## config.mk

```make
export PLATFORM = sky130hd
export DESIGN_NAME = sync_ram_bank
export DESIGN_NICKNAME = d
export VERILOG_FILES = /design/src/rtl/sync_ram_bank.sv
export SDC_FILE = /design/constraint.sdc
export NUM_CORES = 1
export LEC_CHECK = 0
export CORE_MARGIN = 2
export CORE_UTILIZATION = 42
export CTS_CLUSTER_DIAMETER = 200
export CTS_CLUSTER_SIZE = 30
export DETAILED_ROUTE_END_ITERATION = 8
export DONT_BUFFER_PORTS = 1
export SLEW_MARGIN = 40
export SYNTH_ARGS = -nofsm -noshare
export SYNTH_HDL_FRONTEND = slang
export SYNTH_SLANG_ARGS = --single-unit
```

## constraint.sdc

```tcl
create_clock -name clk -period 4.75 [get_ports clk]
set_input_delay 0.95 -clock clk [delete_from_list [all_inputs] [get_ports clk]]
set_output_delay 0.95 -clock clk [all_outputs]
set_load 0.005 [all_outputs]
```

## src/rtl/sync_ram_bank.sv

```systemverilog
// Parametrised synchronous data memory for the Processor load/store ports:
// byte strobes, pipelined reads with valid/error flags, write-first forwarding, optional zero-fill.
module sync_ram_bank #(
    parameter int unsigned DATA_W         = 8,
    parameter int unsigned ADDR_W         = 4,
    parameter int unsigned DEPTH          = 16,
    parameter int unsigned RD_LAT         = 1,
    parameter int unsigned CLEAR_ON_RESET = 1
) (
    input  logic                  clk,
    input  logic                  rst,
    input  logic                  r_enable,
    input  logic [ADDR_W-1:0]     r_addr,
    output logic [DATA_W-1:0]     r_data,
    output logic                  r_valid,
    output logic                  r_err,
    input  logic                  w_enable,
    input  logic [ADDR_W-1:0]     w_addr,
    input  logic [DATA_W-1:0]     w_data,
    input  logic [DATA_W/8-1:0]   w_strobe,
    output logic                  ready
);

    localparam int unsigned       NBYTES    = DATA_W / 8;
    localparam logic [ADDR_W-1:0] LAST_ADDR = ADDR_W'(DEPTH - 1);
    localparam logic [ADDR_W:0]   DEPTH_X   = (ADDR_W + 1)'(DEPTH);

    typedef enum logic {
        S_CLEAR,
        S_READY
    } state_t;

    localparam state_t RESET_STATE = (CLEAR_ON_RESET != 0) ? S_CLEAR : S_READY;

    logic [DATA_W-1:0] ram [DEPTH];

    state_t            state;
    state_t            state_next;
    logic [ADDR_W-1:0] ptr;
    logic [ADDR_W-1:0] ptr_next;
    logic              ready_next;
    logic              clear_we_c;

    logic              w_in_range;
    logic              r_in_range;
    logic              wr_accept;
    logic              rd_accept;
    logic              fwd_hit;
    logic [DATA_W-1:0] wr_mask;
    logic [DATA_W-1:0] rd_raw;
    logic [DATA_W-1:0] rd_word;

    // Pipeline stage registers; the last stage drives the read outputs.
    logic [RD_LAT-1:0] pipe_v;
    logic [RD_LAT-1:0] pipe_e;
    logic [DATA_W-1:0] pipe_d [RD_LAT];
    logic [RD_LAT-1:0] in_v;
    logic [RD_LAT-1:0] in_e;
    logic [DATA_W-1:0] in_d [RD_LAT];

    // State register for the clear/ready controller.
    always_ff @(posedge clk) begin
        if (!rst) begin
            state <= RESET_STATE;
            ptr   <= '0;
            ready <= 1'b0;
        end else begin
            state <= state_next;
            ptr   <= ptr_next;
            ready <= ready_next;
        end
    end

    // Clear walks ptr up to the last word, then hands over to READY.
    always_comb begin
        state_next = state;
        ptr_next   = ptr;
        ready_next = 1'b0;
        clear_we_c = 1'b0;
        case (state)
            S_CLEAR: begin
                clear_we_c = 1'b1;
                if (ptr == LAST_ADDR) begin
                    state_next = S_READY;
                    ready_next = 1'b1;
                end else begin
                    ptr_next = ptr + ADDR_W'(1);
                end
            end
            S_READY: ready_next = 1'b1;
            default: state_next = RESET_STATE;
        endcase
    end

    for (genvar b = 0; b < NBYTES; b++) begin : g_mask
        assign wr_mask[b*8 +: 8] = {8{w_strobe[b]}};
    end

    assign w_in_range = {1'b0, w_addr} < DEPTH_X;
    assign r_in_range = {1'b0, r_addr} < DEPTH_X;
    assign wr_accept  = rst & ready & w_enable & w_in_range & (|w_strobe);
    assign rd_accept  = ready & r_enable;
    assign fwd_hit    = wr_accept & (w_addr == r_addr);

    // Read word as seen after this edge's write (write-first); out-of-range reads return zero.
    always_comb begin
        rd_raw = '0;
        if (r_in_range) begin
            rd_raw = ram[r_addr];
        end
        rd_word = rd_raw;
        if (fwd_hit) begin
            rd_word = (rd_raw & ~wr_mask) | (w_data & wr_mask);
        end
    end

    // Storage is never reset; zero-fill happens only through the CLEAR walk.
    always_ff @(posedge clk) begin
        if (rst && clear_we_c) begin
            ram[ptr] <= '0;
        end else if (wr_accept) begin
            ram[w_addr] <= (ram[w_addr] & ~wr_mask) | (w_data & wr_mask);
        end
    end

    for (genvar s = 0; s < RD_LAT; s++) begin : g_stage
        if (s == 0) begin : g_head
            assign in_v[s] = rd_accept;
            assign in_e[s] = ~r_in_range;
            assign in_d[s] = rd_word;
        end else begin : g_tail
            assign in_v[s] = pipe_v[s-1];
            assign in_e[s] = pipe_e[s-1];
            assign in_d[s] = pipe_d[s-1];
        end

        // Data only advances with a valid token so the output holds between results.
        always_ff @(posedge clk) begin
            if (!rst) begin
                pipe_v[s] <= 1'b0;
                pipe_e[s] <= 1'b0;
                pipe_d[s] <= '0;
            end else begin
                pipe_v[s] <= in_v[s];
                pipe_e[s] <= in_v[s] & in_e[s];
                if (in_v[s]) begin
                    pipe_d[s] <= in_d[s];
                end
            end
        end
    end

    assign r_valid = pipe_v[RD_LAT-1];
    assign r_err   = pipe_e[RD_LAT-1];
    assign r_data  = pipe_d[RD_LAT-1];

endmodule

```

Yosys cells after proc, flatten, opt, wreduce, memory -nomap -nowiden --
Memory sizes are Yosys's and may differ from the RTL's. Index checks and enable logic that the tools add are counted.
Word-level totals: bits in writable memories 136, memories kept 2, bits of input ports 21, flip-flop bits (word level) 7, output and inout port bits 11
Cells by class: eq/ne operators 2, $add $sub $neg 1, mux-type cells 19, bitwise gates (word level) 13, reductions and logical operators 4
Memories:
- ram | depth 16, bits a word 8, rd ports 2, clocked after Yosys merged registers in 0, wr ports 1, line 35 | logic [DATA_W-1:0] ram [DEPTH];
- pipe_d | depth 1, bits a word 8, rd ports 1, clocked after Yosys merged registers in 0, wr ports 1, line 56 | logic [DATA_W-1:0] pipe_d [RD_LAT];
Operator list (count):
- 8-bit AND | 3
- 8-bit 2-to-1 mux | 3
- 8-bit bitwise OR | 2
- 8-bit OR reduction | 2
- 1-bit 2-to-1 mux | 14
- 8-bit NOT | 1
- 1-bit AND | 5
- 4-bit by 1-bit adder with 4-bit output (second input constant) | 1
- 4-bit equality test | 1
- 4-bit equality test (second input constant) | 1
- 4-bit 2-to-1 mux | 1
- 1-bit NOT | 2
- 1-bit case mux with 2 select lines | 1
- 2-bit AND reduction | 1
- 1-bit logical AND | 1

Depth between registers and ports, before layout --
word-level depth 8, mapped depth 6

Worst setup path before layout --
No wires, ideal clock.
kind input to register, start point input port rst, end point memory ram[2][0] (enable), stages 5, required time 4.380 ns, data arrival time 2.098 ns, path slack 2.282 ns, setup time 0.370 ns, cell sequence clkbuf_1 > nand4_1 > nor3b_1 > a31oi_1 > nor2_1
Between the ends: word-level cells in the longest chain between the ends 8, elaborated cells between the ends (all ways) 12
Ends and longest elaborated chain:
- start: declaration | line 11 | input logic rst,
- 1-bit AND (3 in series) | line 101 | assign wr_accept = rst & ready & w_enable & w_in_range & (|w_strobe);
- 1-bit 2-to-1 mux | line 121 | end else if (wr_accept) begin
- 1-bit 2-to-1 mux | line 119 | if (rst && clear_we_c) begin
- 1-bit 2-to-1 mux (not written as such) | line 122 | ram[w_addr] <= (ram[w_addr] & ~wr_mask) | (w_data & wr_mask);
- 8-bit OR reduction (no line)
- 4-bit 2-to-1 mux (no line) / 1-bit 2-to-1 mux (equally long branches)
- end: declaration | line 35
Several ways; a longest one is shown, not always the timed one.

Worst setup path after layout --
start point register ready, end point memory ram[2][5] (enable)
Between the ends: word-level cells in the longest chain between the ends 8, elaborated cells between the ends (all ways) 9
Ends and longest elaborated chain:
- start: declaration | line 21 | output logic ready
- start signal: assignment | line 70 | ready <= ready_next;
- 1-bit AND (*) (3 in series) | line 101
- 1-bit 2-to-1 mux (*) | line 121
- 1-bit 2-to-1 mux (*) | line 119
- 1-bit 2-to-1 mux (not written as such) (*) | line 122
- 8-bit OR reduction (no line)
- 4-bit 2-to-1 mux (no line) / 1-bit 2-to-1 mux (equally long branches)
Every way passes the cells marked *; elsewhere a longest branch is shown, timed or not.

==> reports/qor.yml <==
run_status:
  outcome: "finished clean"
worst_setup_path:
  critPathKind: "reg -> reg"
  path_buf_inv: 0
  reg2reg_slack_ns: 2.05
  worstSetupStartpointType: "register"
  worst_path_max_delay_cell: "nor2_1"
  cp_slowest_stage_delay_ns: 0.63
  cpLargestDelayFamily: "simple AND/OR/NAND/NOR gates"
  worstPathRequired_ns: 4.79
  crit_chain: "and4_1, mux2i_1, o211ai_1, nor2_1"
  cp_max_fo: 12
  end_kind: "register"
  arrival_ns: 2.74
global_routing:
  grtUsageTotal: 0.180
  use_met1: 0.250
  grt_pass1_vias: 2903
  antenna_found_initial: 0
  grtUsageMet2: 0.277
  grt_busiest_layer: "met2"
  grt_max_degree: 34
  grt_pass1_wl_um: 18500
  grt_overflow: 0
  use_met3: 0.0517
place:
  dpl-instance-area_mm2: 0.00588
  gp_congestion: 0.828
  dp.cells: 467
  place_ws_ns: 1.68
  portBuffers: 0
  dp_hpwl_um: 7810
logic_synthesis:
  ys_ff_latch: 142
  synth-compound-area-share: 0.0436
  synth_xor_area_frac: 0.00911
  ys.flop_type: "edfxtp_1"
  synthCells: 308
  yosysUniqueCellTypes: 38
  muxShareOfSynthArea: 0.129
  syn_avg_cell_area_um2: 18.7
  synth_top_family_by_area: "multiplexers"
  synth-edff-count: 136
  syn_nets: 330
  synth-simple-area-share: 0.0655
  synthesis.area_mm2: 0.00577
  ys_async_sr_fraction: 0
  ys_seq_area_frac: 0.729
  yosys_warnings: 0
  yosys.area_share.adder: 0.00217
clock_network:
  worstSkewPairLatency_ns: 0.41
  cts-buffers-inserted: 17
  cts_root_buffer: "clkbuf_16"
  cts_buffer_depth: 2
  ctsResizeCount: 0
  clock_sink_count: 142
  path_clk_slew_ns: 0.06
  htree_levels: 4
  postCtsSetupBuffers: 0
  cts_hold_buf: 0
  cts_tree: "done"
timing:
  rsz0062_at_grt: "no"
  fmax_mhz: 370
  clock_skew_ns: 0.00629
  fin_ws_ns: 2.05
  slew_headroom: 0.477
  setup_tns_ns: 0
  tightest_slew_ns: 0.785
  finalSetupViolations: 0
  finalHoldViolCount: 0
  holdWs_ns: 0.569
  slew_violations: 0
  fin_crit_sh: 0.568
  fin_crit_ns: 2.70
finish:
  syn_to_final_growth_pct: 11.1
  final_cell_mix: "edfxtp_1, mux4_2, nor2_1"
  n_antenna_cell: 0
  finalNonFillerCells: 498
  final_common_cell: "edfxtp_1"
  fin_area_mm2: 0.00641
  nets: 332
  drive_gt1_frac: 0.180
route:
  totalWireLength_um: 12100
  ant_nets: 0
  drc: 0
  via_count: 2874
  first_iter_violations: 283
  vias_per_cell: 5.77
  routedWlPerCell_um: 24.4
  drtPass1Iterations: 4
floorplan:
  dieWidth_um: 121
  core_area_mm2: 0.0133
  num_rows: 42
  die_area_mm2: 0.0147
  ioPinCount: 32
  start_util: 0.432
  die_h_um: 121
min_path:
  worstHoldPathType: "reg -> reg"
pwr:
  power_density_mw_per_mm2: 413
  leakage_nw: 2.23
  ir_drop_mv: 0.331
job:
  maxCapViolCount: 0
## kinds of logic after synthesis
family                   after synthesis
AO/OA/AOI/OAI                         35
multiplexers                          33
AND/OR/NAND/NOR                       70
flip-flops                           142
adder cells (fa/ha/maj)                1
buffers and inverters                 20
other                                  1
XOR/XNOR                               6
## flip-flops by register name (all words and copies together) (netlist names)
signal,cells
ram,128
ready,1
pipe_d,8
ptr,4
r_valid,1
## final timing paths
check | end | start | cells after the start
min | ptr[2] | ptr[2] | 2
min reg2reg | ptr[2] | ptr[2] | 2
max reg2reg | ram[2][5] | ready | 4
max | ram[2][5] | ready | 4
## routing by layer
layer  up-vias  wire length [um]
met5         -                 0
met4         0               123
met3         9               581
met2        79              5970
met1      1531              5470
li1       1255                 -
## power breakdown
group | total (mW) | switching [mW] | internal (mW)
sequential | 1.38 | 0.00673 | 1.37
combinational | 0.0755 | 0.0401 | 0.0354
clock | 1.19 | 0.483 | 0.710
total | 2.65 | 0.530 | 2.12
## metrics by stage
stage	utilization	total power, mW
global placement	0.440	1.48
CTS	0.480	2.66
global route	0.480	2.73
detailed placement	0.440	1.48
floorplan	-	1.47
finish	0.480	2.65
## cell usage after synthesis (3+ instances only)
| cell type | instances | area [um^2] |
|---|---|---|
| nor2_1 | 27 | 101 |
| o21ai_1 | 8 | 40.0 |
| edfxtp_1 | 136 | 4080 |
| nand2_1 | 3 | 11.3 |
| inv_1 | 3 | 11.3 |
| buf_2 | 3 | 15.0 |
| a31oi_1 | 5 | 31.3 |
| and2_1 | 11 | 68.8 |
| dfxtp_1 | 6 | 120 |
| xnor2_1 | 3 | 26.3 |
| xor2_1 | 3 | 26.3 |
| mux4_2 | 28 | 631 |
| a22o_1 | 16 | 140 |
| clkbuf_1 | 7 | 26.3 |
| mux4_1 | 4 | 105 |
| nand4_1 | 11 | 68.8 |
| buf_6 | 3 | 33.8 |
| nor3b_1 | 3 | 22.5 |
| nor2b_1 | 4 | 25.0 |
## worst register-to-register path, cell delays in order, from the launching register on
cell	delay, ns
dfxtp_1	0.52
and4_1	0.47
mux2i_1	0.41
o211ai_1	0.30
nor2_1	0.63
## final cells by class
| cell class | instances | area [um^2] |
|---|---|---|
| clock buffer | 19 | 433 |
| sequential | 142 | 4200 |
| clock inverter | 12 | 97.6 |
| inverter | 3 | 11.3 |
| fill | 1131 | 6940 |
| tap | 176 | 220 |
| multi-input combinational | 146 | 1440 |
Power figures use the tool's default switching activity.
